**src/rtl/fme_pkg.sv**
```systemverilog
// Shared definitions for the interpolation feeder.
// Holds the default block geometry (sample width, lanes per row, rows per
// block) and the encoding of the feeder control states.
package fme_pkg;

    localparam int DATAWIDTH = 8;
    localparam int LANES     = 16;
    localparam int ROWS      = 12;
    localparam int ROW_W     = $clog2(ROWS);

    typedef enum logic [1:0] {
        ST_IDLE   = 2'd0,
        ST_LOAD   = 2'd1,
        ST_STREAM = 2'd2,
        ST_DONE   = 2'd3
    } feeder_state_t;

endpackage

```
**src/rtl/feeder_row_mem.sv**
```systemverilog
// Row storage for one interpolation block.
// ROWS x (LANES*DATAWIDTH) register file, one synchronous write port and one
// asynchronous read port. Contents are not reset: every row is rewritten
// during LOAD before it is read during STREAM.
//   clock      : write clock, rising edge
//   i_wr_en    : write strobe
//   i_wr_addr  : row written when i_wr_en is high
//   i_wr_data  : packed row to write
//   i_rd_addr  : row to read
//   o_rd_data  : packed row at i_rd_addr
module feeder_row_mem
    import fme_pkg::*;
#(
    parameter int DATAWIDTH = fme_pkg::DATAWIDTH,
    parameter int LANES     = fme_pkg::LANES,
    parameter int ROWS      = fme_pkg::ROWS,
    parameter int ROW_W     = $clog2(ROWS)
) (
    input  logic                       clock,
    input  logic                       i_wr_en,
    input  logic [ROW_W-1:0]           i_wr_addr,
    input  logic [LANES*DATAWIDTH-1:0] i_wr_data,
    input  logic [ROW_W-1:0]           i_rd_addr,
    output logic [LANES*DATAWIDTH-1:0] o_rd_data
);

    logic [LANES*DATAWIDTH-1:0] r_mem [ROWS];

    always_ff @(posedge clock) begin
        if (i_wr_en) begin
            r_mem[i_wr_addr] <= i_wr_data;
        end
    end

    assign o_rd_data = r_mem[i_rd_addr];

endmodule

```
**src/rtl/interpolation_feeder.sv**
```systemverilog
// Interpolation feeder: loads one block of ROWS packed rows through a
// valid/ready port, then streams the rows back-to-back onto 16 lane outputs
// with a qualifying enable for the interpolation stage.
//   clock, reset          : rising-edge clock, async active-low reset
//   start                 : begin a block (honoured in IDLE only)
//   abort                 : cancel the current block, back to IDLE
//   in_valid/in_data      : row input; in_ready high while loading
//   enable_int            : out_0..out_15 and row_idx carry a valid row
//   out_0..out_15         : lane samples of the presented row
//   row_idx               : index of the presented row
//   busy                  : any state other than IDLE
//   block_done            : one-cycle pulse after the last row
//
// state     | meaning
// ST_IDLE   | waiting for start
// ST_LOAD   | accepting rows into the row memory
// ST_STREAM | presenting rows 0..ROWS-1 one per cycle
// ST_DONE   | block_done pulse, then back to IDLE
module interpolation_feeder
    import fme_pkg::*;
#(
    parameter int DATAWIDTH = fme_pkg::DATAWIDTH,
    parameter int LANES     = fme_pkg::LANES,
    parameter int ROWS      = fme_pkg::ROWS,
    parameter int ROW_W     = $clog2(ROWS)
) (
    input  logic                       clock,
    input  logic                       reset,
    input  logic                       start,
    input  logic                       abort,
    input  logic                       in_valid,
    input  logic [LANES*DATAWIDTH-1:0] in_data,
    output logic                       in_ready,
    output logic                       enable_int,
    output logic [DATAWIDTH-1:0]       out_0,
    output logic [DATAWIDTH-1:0]       out_1,
    output logic [DATAWIDTH-1:0]       out_2,
    output logic [DATAWIDTH-1:0]       out_3,
    output logic [DATAWIDTH-1:0]       out_4,
    output logic [DATAWIDTH-1:0]       out_5,
    output logic [DATAWIDTH-1:0]       out_6,
    output logic [DATAWIDTH-1:0]       out_7,
    output logic [DATAWIDTH-1:0]       out_8,
    output logic [DATAWIDTH-1:0]       out_9,
    output logic [DATAWIDTH-1:0]       out_10,
    output logic [DATAWIDTH-1:0]       out_11,
    output logic [DATAWIDTH-1:0]       out_12,
    output logic [DATAWIDTH-1:0]       out_13,
    output logic [DATAWIDTH-1:0]       out_14,
    output logic [DATAWIDTH-1:0]       out_15,
    output logic [ROW_W-1:0]           row_idx,
    output logic                       busy,
    output logic                       block_done
);

    localparam logic [ROW_W-1:0] LAST_ROW = ROW_W'(ROWS - 1);

    feeder_state_t              r_state;
    feeder_state_t              w_next_state;
    logic [ROW_W-1:0]           r_load_cnt;
    logic [ROW_W-1:0]           r_stream_cnt;
    logic                       r_enable;
    logic [ROW_W-1:0]           r_row_idx;
    logic [LANES*DATAWIDTH-1:0] r_row;
    logic                       w_wr_en;
    logic                       w_last_load;
    logic                       w_last_stream;
    logic                       w_next_en;
    logic [ROW_W-1:0]           w_next_idx;
    logic [LANES*DATAWIDTH-1:0] w_rd_data;

    // State register
    always_ff @(posedge clock or negedge reset) begin
        if (!reset) begin
            r_state <= ST_IDLE;
        end else begin
            r_state <= w_next_state;
        end
    end

    // Next-state logic; abort wins over everything
    always_comb begin
        w_next_state = r_state;
        if (abort) begin
            w_next_state = ST_IDLE;
        end else begin
            case (r_state)
                ST_IDLE:   if (start)         w_next_state = ST_LOAD;
                ST_LOAD:   if (w_last_load)   w_next_state = ST_STREAM;
                ST_STREAM: if (w_last_stream) w_next_state = ST_DONE;
                ST_DONE:                      w_next_state = ST_IDLE;
                default:                      w_next_state = ST_IDLE;
            endcase
        end
    end

    // State-decoded outputs; ready drops during abort so no row is taken
    always_comb begin
        in_ready   = (r_state == ST_LOAD) && !abort;
        busy       = (r_state != ST_IDLE);
        block_done = (r_state == ST_DONE);
    end

    assign w_wr_en       = in_valid && in_ready;
    assign w_last_load   = w_wr_en && (r_load_cnt == LAST_ROW);
    assign w_last_stream = (r_state == ST_STREAM) && (r_stream_cnt == LAST_ROW);

    always_ff @(posedge clock or negedge reset) begin
        if (!reset) begin
            r_load_cnt   <= '0;
            r_stream_cnt <= '0;
        end else if (abort) begin
            r_load_cnt   <= '0;
            r_stream_cnt <= '0;
        end else begin
            if (w_wr_en) begin
                r_load_cnt <= w_last_load ? '0 : r_load_cnt + ROW_W'(1);
            end
            if (r_state == ST_STREAM) begin
                r_stream_cnt <= w_last_stream ? '0 : r_stream_cnt + ROW_W'(1);
            end
        end
    end

    // The output register is loaded one cycle ahead of the row it shows:
    // row 0 on the final load handshake, row k+1 while row k is shown.
    assign w_next_en  = !abort && (w_last_load ||
                        ((r_state == ST_STREAM) && !w_last_stream));
    assign w_next_idx = (r_state == ST_STREAM) ? r_stream_cnt + ROW_W'(1) : '0;

    feeder_row_mem #(
        .DATAWIDTH (DATAWIDTH),
        .LANES     (LANES),
        .ROWS      (ROWS),
        .ROW_W     (ROW_W)
    ) u_row_mem (
        .clock     (clock),
        .i_wr_en   (w_wr_en),
        .i_wr_addr (r_load_cnt),
        .i_wr_data (in_data),
        .i_rd_addr (w_next_idx),
        .o_rd_data (w_rd_data)
    );

    always_ff @(posedge clock or negedge reset) begin
        if (!reset) begin
            r_enable  <= 1'b0;
            r_row_idx <= '0;
            r_row     <= '0;
        end else begin
            r_enable  <= w_next_en;
            r_row_idx <= w_next_en ? w_next_idx : '0;
            r_row     <= w_next_en ? w_rd_data : '0;
        end
    end

    assign enable_int = r_enable;
    assign row_idx    = r_row_idx;
    assign out_0      = r_row[ 0*DATAWIDTH +: DATAWIDTH];
    assign out_1      = r_row[ 1*DATAWIDTH +: DATAWIDTH];
    assign out_2      = r_row[ 2*DATAWIDTH +: DATAWIDTH];
    assign out_3      = r_row[ 3*DATAWIDTH +: DATAWIDTH];
    assign out_4      = r_row[ 4*DATAWIDTH +: DATAWIDTH];
    assign out_5      = r_row[ 5*DATAWIDTH +: DATAWIDTH];
    assign out_6      = r_row[ 6*DATAWIDTH +: DATAWIDTH];
    assign out_7      = r_row[ 7*DATAWIDTH +: DATAWIDTH];
    assign out_8      = r_row[ 8*DATAWIDTH +: DATAWIDTH];
    assign out_9      = r_row[ 9*DATAWIDTH +: DATAWIDTH];
    assign out_10     = r_row[10*DATAWIDTH +: DATAWIDTH];
    assign out_11     = r_row[11*DATAWIDTH +: DATAWIDTH];
    assign out_12     = r_row[12*DATAWIDTH +: DATAWIDTH];
    assign out_13     = r_row[13*DATAWIDTH +: DATAWIDTH];
    assign out_14     = r_row[14*DATAWIDTH +: DATAWIDTH];
    assign out_15     = r_row[15*DATAWIDTH +: DATAWIDTH];

endmodule

```
**config.mk**
```make
export PLATFORM = sky130hd
export DESIGN_NAME = interpolation_feeder
export DESIGN_NICKNAME = d
export VERILOG_FILES = /design/src/rtl/fme_pkg.sv /design/src/rtl/feeder_row_mem.sv /design/src/rtl/interpolation_feeder.sv
export SDC_FILE = /design/constraint.sdc
export NUM_CORES = 2
export LEC_CHECK = 0
export BUFFER_PORTS_ARGS = -buffer_cell sky130_fd_sc_hd__buf_2
export CORE_UTILIZATION = 50
export DETAILED_ROUTE_END_ITERATION = 8
export GPL_ROUTABILITY_DRIVEN = 0
export PLACE_DENSITY_LB_ADDON = 0.1
export SYNTH_ARGS = -nofsm -noshare
export SYNTH_HDL_FRONTEND = slang
export SYNTH_SLANG_ARGS = --single-unit
```
**constraint.sdc**
```tcl
create_clock -name clock -period 6.5 [get_ports clock]
set_input_delay 0.65 -clock clock [delete_from_list [all_inputs] [get_ports clock]]
set_output_delay 0.65 -clock clock [all_outputs]
set_load 0.05 [all_outputs]
```
Yosys cells after proc, flatten, opt, wreduce, memory -nomap -nowiden
Memory sizes are Yosys's and may differ from the RTL's. Index checks and enable logic that the tools add are counted.

Register bits: 143. RAM bits: 1536. Memories: 1. Bits of input ports: 133. Logic and storage cells: 47.

Memory list: u_row_mem.r_mem (depth 12, width 128, rd ports 1, clocked after Yosys merged registers in 0, write ports 1, line feeder_row_mem.sv:27) `logic [LANES*DATAWIDTH-1:0] r_mem [ROWS];`.

Reductions and logical operators: 14. Eq/ne operators: 8. Multiplexer cells: 16. Add/sub/neg operators: 2.

Operators by type and width (count): 128-bit two-way mux (1); 4-bit two-way mux (8); 3-bit inequality test (second input constant) (3); 4-bit by 1-bit adder with 4-bit output (second input constant) (2); 4-bit equality test (second input constant) (2); 2-bit two-way mux (4); 2-bit case mux with 4 select lines (1); 1-bit logical AND (6); 2-bit nonzero test (3); 2-bit equality test (second input constant) (2); 3-bit AND reduction (1); 2-bit by 1-bit equality test with 1-bit output (second input constant) (1); 1-bit logical NOT (2); 2-bit logical NOT (1); 1-bit two-way mux (2); 1-bit logical OR (1).

Logic depth before layout (Yosys ltp)
Depth after elaboration: 7. Mapped depth: 10. Mapped depth without buffers: 7.

Hierarchy
A second synthesis with hierarchy kept.

Cell total of the unflattened synthesis: 2825. Area total of the unflattened synthesis: 62408.6 um^2.

By module, submodules not included: feeder_row_mem (times used 1, cells each 2467, area an instance 57436.3 um^2); interpolation_feeder (times used 1, cells each 358, area an instance 4972.3 um^2).

Least setup slack after synthesis
Ideal clock, no wire load.

Path type: in2reg. From: input abort. To: memory u_row_mem.r_mem[3][0] (netlist name), enable pin. Slack: 1.962 ns. Buffers on the path: 0. Stages on the path: 3. Library setup time: 0.503 ns. Arrival: 4.036 ns. Required time: 5.997 ns. Path through: nand3b_4 -> nor3_1 -> and2_1.

Longest elaborated chain between the ends: 5.

Ends and longest elaborated chain: from (decl) (line interpolation_feeder.sv:30) `input logic abort,`; 1-bit logical NOT (line interpolation_feeder.sv:99) `in_ready = (r_state == ST_LOAD) && !abort;`; 1-bit logical AND (line interpolation_feeder.sv:99); 1-bit logical AND (line interpolation_feeder.sv:104) `assign w_wr_en = in_valid && in_ready;`; 1-bit two-way mux (line feeder_row_mem.sv:30) `if (i_wr_en) begin`; 1-bit two-way mux (implied by the code) (line feeder_row_mem.sv:31) `r_mem[i_wr_addr] <= i_wr_data;`; to (decl) (line feeder_row_mem.sv:27).

No other way between the ends.

Worst setup path after layout
From: register r_state[0]. To: register r_row[82].

Longest elaborated chain between the ends: 7. Elaborated cells between the ends (all ways): 13. Classes of those cells: 2 x eq/ne; 2 x mux; 8 x reduce/logical; 1 x memory.

Ends and longest elaborated chain: from (decl) (line interpolation_feeder.sv:58) `feeder_state_t r_state;`; from (signal assigned) (line interpolation_feeder.sv:77) `r_state <= w_next_state;`; parallel branches: the longest is 6 deep, another holds memory read 12 x 128 bit; 128-bit two-way mux (*) (line interpolation_feeder.sv:153) `r_row <= w_next_en ? w_rd_data : '0;`; to (signal assigned) (line interpolation_feeder.sv:153); to (decl) (line interpolation_feeder.sv:64) `logic [LANES*DATAWIDTH-1:0] r_row;`.

Every way passes the cells marked *. A chain may end at the register's enable or synchronous reset.

==> flow_summary.json <==
{
  "grt_overflow": 0,
  "synth-seq-area-share_pct": 75.4,
  "fin_tns_setup_ns": 0,
  "muxShareOfSynthArea_pct": 1.99,
  "root_buffer": "clkbuf_16",
  "first_iter_violations": 2966,
  "ctsResizeCount": 0,
  "hold_viol": 0,
  "ir_drop_mv": 0.258,
  "synth_top_family_by_area": "compound AO/OA/AOI/OAI gates",
  "rsz0062_at_grt": "false",
  "crit_arrival_ns": 5.04,
  "track_usage_pct": 25.4,
  "status": "completed",
  "area.growth.synth_to_final_pct": 12.7,
  "dp.cells": 5885,
  "grt_pass1_vias": 37300,
  "avgSynthCellArea_um2": 15.9,
  "path_max_fanout": 83,
  "worstSetupStartpointType": "flip-flop",
  "synth-adder-area-share_pct": 0.171,
  "cts_sinks": 1679,
  "die_width_um": 365,
  "final_nets": 4459,
  "hold_depth": 1,
  "coreArea_um2": 130000,
  "p_per_area_nw_per_um2": 341,
  "critPathCaptureType": "flip-flop",
  "path_depth": 8,
  "grt_max_degree": 154,
  "setup_viol": 0,
  "cts.path.max_buffers": 3,
  "htreeDepth": 4,
  "postSynthCellCount": 4158,
  "finalCritPeriodShare_pct": 68.3,
  "antenna_left": 0,
  "netlist_area_um2": 65900,
  "hpwl_mm": 76.8,
  "routed_via_density": 6.06,
  "grt_pass1_wl_mm": 247,
  "slowest_stage": "nor2_4",
  "yosys_warnings": 0,
  "crit_family": "buffers and inverters",
  "antenna_found_initial": 38,
  "crit_top_cell": "buf_4",
  "cts_buffers": 171,
  "yosys.area_share.simple_pct": 8.24,
  "fillers": 10300,
  "multi_input_area_um2": 14700,
  "hold_class": "input pin to flip-flop",
  "dr_total_vias": 37700,
  "max_clock_freq_mhz": 225,
  "slew_viol_final": 0,
  "routedWlPerCell_um": 27.3,
  "reg2regPathDepth": 8,
  "slew_headroom_pct": 17.2,
  "clk_latency_ns": 0.79,
  "fin_hold_ws_ns": 0.179,
  "synth_seq_cells": 1679,
  "total_power_mw": 25.4,
  "die_y_um": 365,
  "cp_num_buf_inv": 4,
  "drive_above_1_share_pct": 13.3,
  "clkSlewWorstSetupHoldPaths_ns": 0.06,
  "synth_compound_area_share_pct": 11.8,
  "fin_skew_ns": 0.0198,
  "worst_pin_slew_ns": 1.24,
  "drc_errors": 0,
  "synth.distinct_cells": 40,
  "boundaryPins": 269,
  "cp_cell_sequence": "inv_1 -> ha_4 -> inv_8 -> nor3b_1 -> nor2_4 -> buf_4 -> buf_4 -> a311oi_1",
  "synth_nets": 4300,
  "cts_tree": "done",
  "max_cap_viol_count": 0,
  "start_util_pct": 50.7,
  "cp_data_required_time_ns": 7.10,
  "seq_area_um2": 49700,
  "cpPeakStageDelay_ns": 0.98,
  "final_cell_mix": "1536 x edfxtp_1, 648 x nand2_1, 384 x a211oi_1",
  "fin_cells": 6219,
  "yosys.area_share.xor_xnor_pct": 0.0398,
  "criticalPathCategory": "flip-flop to flip-flop",
  "wl_mm": 170,
  "portBuffers": 268,
  "fp-row-count": 132,
  "period_needed_ns": 4.44,
  "die-area_um2": 133000,
  "leakagePower_nw": 25.1,
  "final_common_cell": "edfxtp_1",
  "first_pass_iters": 6
}
[through the flow]
stage | cell area (µm²) | setup slack (ns) | utilization, %
global placement | 68800 | 2.14 | 52.9
CTS | 74300 | 2.03 | 57.1
global route | 74300 | 1.92 | 57.1
finish | 74300 | 2.06 | 57.1
detailed placement | 68800 | 2.06 | 52.9
floorplan | 65900 | 1.96 | -
[registers in the layout, indices dropped and copies added (netlist names)]
name and cells:
enable_int 1, r_state 2, r_stream_cnt 4, r_load_cnt 4, r_row 128, u_row_mem.r_mem 1536
row_idx 4
[per-layer routing]
layer | vias to the layer above | part of all wire (%) | GRT usage [%] | wire length, µm
met5 | - | 0.10 | 0 | 178
met4 | 30 | 3.0 | 9.55 | 5160
met3 | 319 | 5.7 | 4.49 | 9660
met2 | 1127 | 48 | 40.8 | 80700
met1 | 19400 | 44 | 34.9 | 73800
li1 | 16800 | - | - | -
[path summary, 6_finish.rpt]
kind,from,endpoint,slack (ns)
max,r_state[0],r_row[82],2.06
min,in_data[58],u_row_mem.r_mem[4][58],0.18
max reg2reg,r_state[0],r_row[82],2.06
min reg2reg,r_state[0],r_state[0],0.61
max in group asynchronous,reset,r_row[64],4.80
min in group asynchronous,reset,r_row[21],0.36
[kinds of logic after synthesis]
logic type,count (synthesis)
fa+ha+maj,9
compound gates,905
simple gates,1077
mux,131
buf+inv,354
xor+xnor,3
flops,1679
[layout make-up]
| cell class | instances | area share, % |
|---|---|---|
| flip-flops and latches | 1679 | 66.9 |
| multi-input cells | 2125 | 19.9 |
| clock buffers | 258 | 6.71 |
| well taps | 1742 | 2.93 |
| repair buffers | 330 | 2.84 |
| clock inverters | 62 | 0.638 |
| inverters | 10 | 0.0707 |
| diodes | 13 | 0.0438 |
[synthesized netlist by cell type (all sizes together)]
cell / n / area [µm²]
a311oi: 129 / 1130
mux2: 1 / 11.3
and2: 10 / 62.6
nor3: 2 / 10.0
a211oi: 384 / 2880
and3: 3 / 18.8
a221oi: 1 / 15.0
clkbuf: 169 / 634
xnor2: 1 / 8.76
inv: 10 / 37.5
mux2i: 130 / 1300
or2: 1 / 6.26
nor3b: 2 / 15.0
buf: 175 / 931
nand3: 2 / 10.0
a211o: 128 / 1120
nand2: 650 / 2450
nor2: 12 / 47.6
edfxtp: 1536 / 46100
a21oi: 2 / 10.0
dfrtp: 143 / 3580
and3b: 128 / 1120
nand2b: 3 / 18.8
nand3b: 3 / 35.0
ha: 9 / 113
o21ai: 3 / 15.0
a311o: 256 / 2560
o31ai: 1 / 7.51
or3: 2 / 17.5
a22oi: 1 / 7.51
xor2: 2 / 17.5
nor2b: 259 / 1620
[where the power goes]
part           total, mW  internal (mW)  switching [mW]
clock               9.52           5.52            4.00
sequential          12.1           12.0           0.142
combinational       3.72           1.14            2.57
total               25.4           18.6            6.72
[repair_timing]
| action | 4_1_cts | 5_1_grt |
|---|---|---|
| hold buffers | 1 | 0 |
| endpoints found under the setup margin | 0 | 0 |
| buffers inserted | 0 | 0 |
| hold endpoints to repair | 41 | 0 |
Power figures use the tool's default switching activity.
